==> src/rtl/fwd_pkg.sv <==
// Shared select encodings and width helper for the forwarding/hazard unit.
package fwd_pkg;

  localparam int SEL_RF = 0;

  function automatic int clogw(input int n);
    return (n <= 2) ? 1 : $clog2(n);
  endfunction

  function automatic int sel_lwb(input int nfwd);
    return nfwd + 1;
  endfunction

endpackage

==> src/rtl/fwd_scoreboard.sv <==
// Pending-write scoreboard for long-latency results.
module fwd_scoreboard #(
  parameter int NREG   = 32,
  parameter int MAXOUT = 4,
  parameter int CW     = 3
) (
  input  logic            clk_i,
  input  logic            reset_i,
  input  logic            set_i,
  input  logic [4:0]      set_rd_i,
  input  logic            clr_i,
  input  logic [4:0]      clr_rd_i,
  output logic [NREG-1:0] pend_o,
  output logic [CW-1:0]   cnt_o,
  output logic            full_o,
  output logic            hit_o
);

  logic [NREG-1:0] pend_q, pend_d;
  logic [CW-1:0]   cnt_q, cnt_d;
  logic            do_set;

  assign do_set = set_i && (set_rd_i != 5'd0);
  assign hit_o  = clr_i && pend_q[clr_rd_i];
  assign full_o = (cnt_q == CW'(MAXOUT));
  assign pend_o = pend_q;
  assign cnt_o  = cnt_q;

  // clear first so a same-register set overrides it
  always_comb begin
    pend_d = pend_q;
    if (hit_o) pend_d[clr_rd_i] = 1'b0;
    if (do_set) pend_d[set_rd_i] = 1'b1;
  end

  always_comb begin
    cnt_d = cnt_q;
    unique case ({do_set, hit_o})
      2'b10: if (!full_o) cnt_d = cnt_q + CW'(1);
      2'b01: if (cnt_q != '0) cnt_d = cnt_q - CW'(1);
      default: cnt_d = cnt_q;
    endcase
  end

  always_ff @(posedge clk_i) begin
    if (reset_i) begin
      pend_q <= '0;
      cnt_q  <= '0;
    end else begin
      pend_q <= pend_d;
      cnt_q  <= cnt_d;
    end
  end

endmodule

==> src/rtl/fwd_hazard_unit.sv <==
// Operand/CSR forwarding select and stall generation for EX.
// Optional stall counter port stall_cnt_o when FWD_PERF_EN is defined.
module fwd_hazard_unit
  import fwd_pkg::*;
#(
  parameter int NREG   = 32,
  parameter int NRS    = 2,
  parameter int NFWD   = 2,
  parameter int MAXOUT = 4,
  parameter int CSR_AW = 12,
  localparam int SELW  = clogw(NFWD + 2),
  localparam int CW    = clogw(MAXOUT + 1)
) (
  input  logic                   clk_i,
  input  logic                   reset_i,
  input  logic [NRS*5-1:0]       rs_i,
  input  logic [NFWD*5-1:0]      fwd_rd_i,
  input  logic [NFWD-1:0]        fwd_wen_i,
  input  logic [NFWD-1:0]        fwd_ready_i,
  input  logic                   issue_i,
  input  logic                   issue_long_i,
  input  logic [4:0]             issue_rd_i,
  input  logic                   lwb_valid_i,
  input  logic [4:0]             lwb_rd_i,
  output logic [NRS*SELW-1:0]    fwd_sel_o,
  output logic                   stall_o,
  output logic [CW-1:0]          pend_cnt_o,
  input  logic [CSR_AW-1:0]      csr_addr_ex_i,
  input  logic [NFWD*CSR_AW-1:0] csr_addr_i,
  input  logic [NFWD-1:0]        csr_wen_i,
  output logic [SELW-1:0]        csr_sel_o
`ifdef FWD_PERF_EN
  ,
  output logic [31:0]            stall_cnt_o
`endif
);

  localparam logic [SELW-1:0] SelRf  = SELW'(SEL_RF);
  localparam logic [SELW-1:0] SelLwb = SELW'(sel_lwb(NFWD));

  logic [NREG-1:0] pend;
  logic            full;
  logic            clr_hit;
  logic            opnd_stall;
  logic            waw_stall;
  logic            full_stall;
  logic            sb_set;

  always_comb begin
    logic [4:0]      rs;
    logic [SELW-1:0] sel;
    logic            hit;
    logic            st;
    fwd_sel_o  = '0;
    opnd_stall = 1'b0;
    for (int k = 0; k < NRS; k++) begin
      rs  = rs_i[5*k +: 5];
      sel = SelRf;
      hit = 1'b0;
      st  = 1'b0;
      // walk far-to-near so the nearest stage wins
      for (int j = NFWD - 1; j >= 0; j--) begin
        if (fwd_wen_i[j] && (fwd_rd_i[5*j +: 5] == rs)) begin
          hit = 1'b1;
          sel = SELW'(j + 1);
          st  = !fwd_ready_i[j];
        end
      end
      if (!hit && pend[rs]) begin
        if (lwb_valid_i && (lwb_rd_i == rs)) sel = SelLwb;
        else st = 1'b1;
      end
      if (rs == 5'd0) begin
        sel = SelRf;
        st  = 1'b0;
      end
      fwd_sel_o[SELW*k +: SELW] = sel;
      opnd_stall = opnd_stall | st;
    end
  end

  assign waw_stall = issue_long_i && pend[issue_rd_i] &&
                     !(lwb_valid_i && (lwb_rd_i == issue_rd_i));
  assign full_stall = issue_long_i && full && !clr_hit;
  assign stall_o = opnd_stall | waw_stall | full_stall;
  assign sb_set = issue_i && issue_long_i && !stall_o;

  fwd_scoreboard #(
    .NREG  (NREG),
    .MAXOUT(MAXOUT),
    .CW    (CW)
  ) u_sb (
    .clk_i   (clk_i),
    .reset_i (reset_i),
    .set_i   (sb_set),
    .set_rd_i(issue_rd_i),
    .clr_i   (lwb_valid_i),
    .clr_rd_i(lwb_rd_i),
    .pend_o  (pend),
    .cnt_o   (pend_cnt_o),
    .full_o  (full),
    .hit_o   (clr_hit)
  );

  always_comb begin
    csr_sel_o = SelRf;
    for (int j = NFWD - 1; j >= 0; j--) begin
      if (csr_wen_i[j] &&
          (csr_addr_i[CSR_AW*j +: CSR_AW] == csr_addr_ex_i))
        csr_sel_o = SELW'(j + 1);
    end
  end

`ifdef FWD_PERF_EN
  logic [31:0] perf_q, perf_d;

  assign perf_d = stall_o ? perf_q + 32'd1 : perf_q;
  assign stall_cnt_o = perf_q;

  always_ff @(posedge clk_i) begin
    if (reset_i) perf_q <= '0;
    else perf_q <= perf_d;
  end
`endif

endmodule

==> config.mk <==
export PLATFORM = sky130hd
export DESIGN_NAME = fwd_hazard_unit
export DESIGN_NICKNAME = d
export VERILOG_FILES = /design/src/rtl/fwd_pkg.sv /design/src/rtl/fwd_scoreboard.sv /design/src/rtl/fwd_hazard_unit.sv
export SDC_FILE = /design/constraint.sdc
export NUM_CORES = 1
export LEC_CHECK = 0
export ABC_CLOCK_PERIOD_IN_PS = 4600
export BUFFER_PORTS_ARGS = -buffer_cell sky130_fd_sc_hd__buf_2
export CORE_MARGIN = 2
export CORE_UTILIZATION = 25
export DETAILED_ROUTE_END_ITERATION = 16
export GPL_TIMING_DRIVEN = 0
export HOLD_SLACK_MARGIN = 0.03
export PLACE_DENSITY_LB_ADDON = 0.15
export SLEW_MARGIN = 10
export SYNTH_ARGS = -nofsm -noshare
export SYNTH_HDL_FRONTEND = slang
export SYNTH_HIERARCHICAL = 1
export SYNTH_SLANG_ARGS = --single-unit
export TNS_END_PERCENT = 30
==> constraint.sdc <==
create_clock -name clk_i -period 4.6 [get_ports clk_i]
set_input_delay 0.46 -clock clk_i [delete_from_list [all_inputs] [get_ports clk_i]]
set_output_delay 0.46 -clock clk_i [all_outputs]
set_load 0.005 [all_outputs]
==> out/results.ini, run 1 <==
[yosys]
synthArstFlopShare = 0
ys.warnings.count = 6
synth_seq_cells = 35
synth_edf_count = 0
synth-main-ff-cell = dfxtp_1
synth_fp_nets = 542
netlist_instances = 464
synth_area_um2 = 3760
ys_types = 56
synth.avg_cell_area_um2 = 8.11
ys_seq_area_frac = 0.186

[worst_setup_path]
reg2reg_depth = 15
path_cells = buf_2, buf_2, mux2i_1, o22ai_1, o22ai_1, a41oi_2, buf_6, or2b_2, nand4_1, o2111ai_2, and4_1, o21ai_2, nand2_1, fa_1, or4_1, nand3_1, a31oi_1
cp.required_ps = 4740
worst_path_largest_cell_delay_ps = 530
cp_max_fo = 10
cp_num_buf_inv = 3
crit_arrival_ps = 4310
start_kind = input port
worst_path_max_delay_cell = or4_1
cp.depth = 17
crit_family = simple AND/OR/NAND/NOR gates
cp-end-kind = register
crit_type = input port to register

[timing]
hold_viol = 0
maxSlewHeadroom = 0.499
rsz0062_at_grt = false
slew_viol_final = 0
worst_pin_slew_ps = 746
fin_crit_sh = 0.905
max_freq_mhz = 240
setup_viol = 0
skew_ps = 6.65
finalSetupTns_ps = 0
finalCriticalPeriod_ps = 4160

[global_routing]
antenna_found_initial = 0
grt.total_usage = 0.168
grt_pass1_vias = 3893
grt_start_max_net_pins = 13
overflow = 0
grt_pass1_wl_um = 21300

[hold_path]
min_path_type = register to register
whs_path_depth = 1

[cts]
cts_tree = built
worstSkewPairLatency_ps = 280
cts_sinks = 35
cts_root_buf = clkbuf_16
cts_hold_buf = 0
h-tree-depth = 2
cts_resized = 0
cts_setup_buffers = 0
numCtsBuffers = 5
clockBufferDepth = 2
clk_pin_slew_ps = 60

[drt]
num_vias = 3928
firstDrtPassIters = 5
final_antenna_net_count = 0
wirelength_um = 13700
drt-vias-per-instance = 5.34
drc = 0
drtIter0Drc = 216
routedWlPerCell_um = 18.7

[power_and_ir_drop]
p_int_mw = 0.672
p_leak_nw = 1.75
p_per_area_nw_per_um2 = 208
irDropWorstVdd_uv = 170
sw_frac_of_total = 0.292
p_switching_mw = 0.277
combPwrFrac = 0.267
clkPwrFrac = 0.405
pwr-share-seq = 0.328

[floorplan]
die_area_um2 = 16000
io_pins = 87
die_w_um = 127
chipHeight_um = 127
row_count = 44
start_util = 0.257
core_um2 = 14600

[place]
post-place-cells = 727
hpwl_um = 11100
io_buffers = 79
post_dp_cell_area_um2 = 4390
gp_congestion = 0.864

[layout]
drive_above_1_share = 0.220
final_common_cell = buf_2
final_cell_mix = 89 x buf_2, 53 x a21oi_1, 50 x mux2i_1
fillCellCount = 1620
antenna_cells = 0
final_area_um2 = 4560
stdcell_count = 735
fin_nets = 628
area_delta_synth_final_pct = 21.1

[run_status]
status = finished clean

[flow_run]
drv_cap = 0

sequential cells by signal (all words and copies together) (netlist names):
signal	cells
u_sb/cnt_o	3
u_sb/pend_o	32
layout make-up:
cell class | count | area [µm²] | share of cell area
multi-input cells | 387 | 2820 | 0.619
flip-flops and latches | 35 | 701 | 0.154
repair buffers | 79 | 395 | 0.0868
well taps | 184 | 230 | 0.0505
plain buffers | 32 | 204 | 0.0448
clock buffers | 5 | 125 | 0.0275
clock inverters | 3 | 43.8 | 0.00961
inverters | 10 | 37.5 | 0.00824
through the flow:
| step | utilization | power (mW) | worst slack (ps) | hold slack (ps) |
|---|---|---|---|---|
| 4_1_cts | 0.311 | 0.957 | 456 | 546 |
| 5_1_grt | 0.311 | 0.998 | 224 | 556 |
| 6_report | 0.311 | 0.949 | 435 | 548 |
| 2_1_floorplan | - | 0.477 | 909 | 475 |
| 3_5_place_dp | 0.300 | 0.571 | 162 | 538 |
| 3_3_place_gp | 0.300 | 0.569 | 204 | 533 |
synthesized netlist by cell type (4+ instances only):
cell,n,share of area
buf_2,10,0.013
a211oi_1,18,0.036
o22ai_1,7,0.012
dfxtp_1,35,0.19
buf_6,5,0.015
inv_1,10,0.010
nand2b_1,6,0.010
mux4_1,4,0.028
nor3_1,7,0.0093
a311oi_1,4,0.0093
or4_1,4,0.0080
nor4b_1,4,0.0093
a21oi_1,53,0.071
nand4_1,6,0.010
xor2_1,33,0.077
nand2_1,32,0.032
xnor2_1,28,0.065
nor2_1,23,0.023
mux4_2,4,0.024
clkbuf_1,10,0.010
nor4_1,7,0.012
o21ai_0,19,0.025
mux2i_1,50,0.13
a22oi_1,11,0.022
nand3_1,20,0.027
nor2b_1,8,0.013
cell families after synthesis:
kind of cell,count (synthesis),share of synthesized area
and+or+nand+nor,138,0.201
DFF,35,0.186
xor gates and xnor gates,61,0.142
muxes,60,0.191
AOI/OAI and AO/OA,127,0.211
adders and majority gates,1,0.00532
buffers and inverters,42,0.0642
power by group through the flow:
stage               Clock (mW)  Sequential [mW]  Combinational (mW)
finish                   0.384            0.311               0.254
global route             0.407            0.312               0.279
CTS                      0.391            0.311               0.255
detailed placement           0            0.318               0.254
global placement             0            0.318               0.251
floorplan                    0            0.317               0.160
metal layers:
metal	up-vias	wire length [µm]	global-route usage
li1	1898	-	-
met1	1897	6420	0.230
met2	117	6530	0.286
met3	16	558	0.0164
met4	0	223	0.0407
met5	-	0	0
worst paths after layout:
path | startpoint | slack, ps | end
worst max-delay path | lwb_rd_i[1] | 440 | u_sb/cnt_o[2]
worst min-delay path | u_sb/pend_o[0] | 550 | u_sb/pend_o[0]
worst max register to register | u_sb/pend_o[14] | 760 | u_sb/cnt_o[2]
worst min register to register | u_sb/pend_o[0] | 550 | u_sb/pend_o[0]
(Power assumes the default switching activity.)
==> run 2: changes to the inputs <==
REMOVE_ABC_BUFFERS = 1   (was not set)
==> run 2 against run 1 <==
- largest cell class unchanged
- hold slack got worse by 20 ps
- sequential power barely moved
- power fell by 5.4%
- first-iteration DRC count rose by 26%
- register-to-register slack barely moved
- combinational power fell by 5%
- critical path type unchanged
- non-clock buffer count fell by 25
- maximum frequency rose by 0.84%
==> out/results.ini, run 2 (synthesis results as in run 1) <==
[hold_path]
whs_path_depth = 1  ; unchanged
min_path_type = register to register
hold_path.startpoint = u_sb/pend_o[0]
min_to = u_sb/pend_o[0]

[floorplan]
die_area_um2 = 16000  ; unchanged
start_util = 0.257  ; unchanged
core_um2 = 14600  ; unchanged
chipHeight_um = 127  ; unchanged
die_w_um = 127  ; unchanged
io_pins = 87  ; unchanged
row_count = 44  ; unchanged

[timing]
hold_slack_ps = 528  ; -20.4 ps
rsz0062_at_grt = false
setup_viol = 0  ; unchanged
finalSetupTns_ps = 0  ; unchanged
skew_ps = 8.26  ; +1.61 ps
maxSlewHeadroom = 0.227  ; -0.272
worst_pin_slew_ps = 1160  ; +411 ps
fin_crit_sh = 0.898  ; -0.00754
slew_viol_final = 0  ; unchanged
max_freq_mhz = 242  ; +0.84%
hold_viol = 0  ; unchanged
finalCriticalPeriod_ps = 4130  ; -34.7 ps

[worst_setup_path]
worstReg2RegEnd = u_sb/cnt_o[2]
cp.required_ps = 4740  ; about the same
reg2reg_depth = 14  ; -1
worst_path_max_delay_cell = or4_1
crit_top_cell = o22ai_1
crit_type = input port to register
cp-end-kind = register
start_kind = input port
path_cells = clkbuf_4, mux2i_1, o22ai_1, o22ai_1, a41oi_2, or2b_2, o2111ai_1, o2111ai_2, and4_1, o21ai_2, nand2_1, fa_1, or4_1, nand3_1, a31oi_1
reg2reg_slack_ps = 750  ; about the same
r2r_start = u_sb/pend_o[29]
crit_arrival_ps = 4270  ; -40 ps
cp_max_fo = 23  ; +13
worst_path_largest_cell_delay_ps = 530  ; about the same

[global_routing]
antenna_found_initial = 0  ; unchanged
grt_start_max_net_pins = 36  ; +23
grt_pass1_wl_um = 20600  ; -3.3%
grt.total_usage = 0.164  ; -0.00401
grt_pass1_vias = 3776  ; -3.0%
overflow = 0  ; unchanged

[drt]
drt-vias-per-instance = 5.41  ; +1.2%
wirelength_um = 13400  ; -2.3%
firstDrtPassIters = 5  ; unchanged
final_antenna_net_count = 0  ; unchanged
drc = 0  ; unchanged
drtIter0Drc = 273  ; +26%
routedWlPerCell_um = 18.9  ; +1.2%
num_vias = 3839  ; -2.3%

[layout]
antenna_cells = 0  ; unchanged
final_common_cell = buf_2
utilization = 0.298  ; -0.0127
area_delta_synth_final_pct = 16.2
final_area_um2 = 4370  ; -4.1%
largest_register_ffs = 32  ; unchanged
fillCellCount = 1587  ; -2.0%
fin_nets = 603  ; -4.0%
final_cell_mix = 85 x buf_2, 53 x a21oi_1, 50 x mux2i_1
drive_above_1_share = 0.207  ; -0.0124

[cts]
clk_pin_slew_ps = 60  ; about the same
numCtsBuffers = 5  ; unchanged
clockBufferDepth = 2  ; unchanged
h-tree-depth = 2  ; unchanged
cts_sinks = 35  ; unchanged
cts_tree = built
cts_root_buf = clkbuf_16
cts_hold_buf = 0  ; unchanged
worstSkewPairLatency_ps = 290  ; about the same

[power_and_ir_drop]
p_per_area_nw_per_um2 = 205  ; -1.4%
irDropWorstVdd_uv = 98.8  ; -42%
p_leak_nw = 1.65  ; -5.7%
power_mw = 0.898  ; -5.4%

[flow_run]
drv_cap = 0  ; unchanged

[place]
io_buffers = 86  ; +8.9%
post_dp_cell_area_um2 = 4220  ; -3.8%
gp_congestion = 0.846  ; -2.0%
hpwl_um = 10200  ; -8.1%

[run_status]
status = finished clean

run 2: changes by cell type in the layout (fill, tap and decap cells not counted), moves of 2 or more:
cell | previous run | this run
buf_6 | 5 | 0
buf_4 | 2 | 0
clkinvlp_4 | 0 | 2
buf_2 | 89 | 85
buf_1 | 3 | 0
clkbuf_1 | 10 | 0
run 2: how the worst max path moves through the flow:
stage | startpoint | to
finish | lwb_rd_i[1] | u_sb/cnt_o[2]
global route | lwb_rd_i[1] | u_sb/cnt_o[2]
CTS | lwb_rd_i[1] | u_sb/cnt_o[2]
detailed placement | lwb_rd_i[1] | u_sb/cnt_o[2]
global placement | lwb_rd_i[1] | u_sb/cnt_o[2]
floorplan | lwb_rd_i[2] | u_sb/cnt_o[2]
run 2: report_power, final:
| group | internal [mW] | switching, mW | total [mW] |
|---|---|---|---|
| Clock | 0.202 | 0.142 | 0.345 |
| Combinational | 0.0997 | 0.142 | 0.242 |
| Sequential | 0.306 | 0.00443 | 0.311 |
run 2: metal layers:
layer	routed length [µm]	vias to the layer above	GRT usage	share of wire
met5	0	-	0	0
met3	715	18	0.0194	0.053
met2	6710	122	0.295	0.50
li1	-	1855	-	-
met1	5740	1844	0.205	0.43
met4	256	0	0.0485	0.019
run 2: final cells by class:
cell class / count / area [µm²] / share of cell area
inverter: 10 / 37.5 / 0.00859
timing repair buffer: 86 / 433 / 0.0991
tap: 184 / 230 / 0.0527
sequential: 35 / 701 / 0.160
multi-input combinational: 387 / 2820 / 0.645
clock buffer: 5 / 125 / 0.0286
clock inverter: 3 / 23.8 / 0.00544
run 2: timing repair:
action                     4_1_cts  5_1_grt
gates resized for setup          0        1
setup endpoints to repair        0        1
buffers inserted                 0        0
run 2: critical path, delay by kind of cell:
kind / cells / cell delay [ps]
and+or+nand+nor: 5 / 1450
AOI/OAI and AO/OA: 7 / 1180
adders and majority gates: 1 / 460
buffers and inverters: 1 / 380
muxes: 1 / 300
run 2: per-stage QoR:
step / setup slack [ps] / instances
6_report: 470 / 710
4_1_cts: 313 / 710
3_3_place_gp: 40.2 / 702
3_5_place_dp: 30.8 / 702
5_1_grt: 147 / 710
2_1_floorplan: 1100 / 432
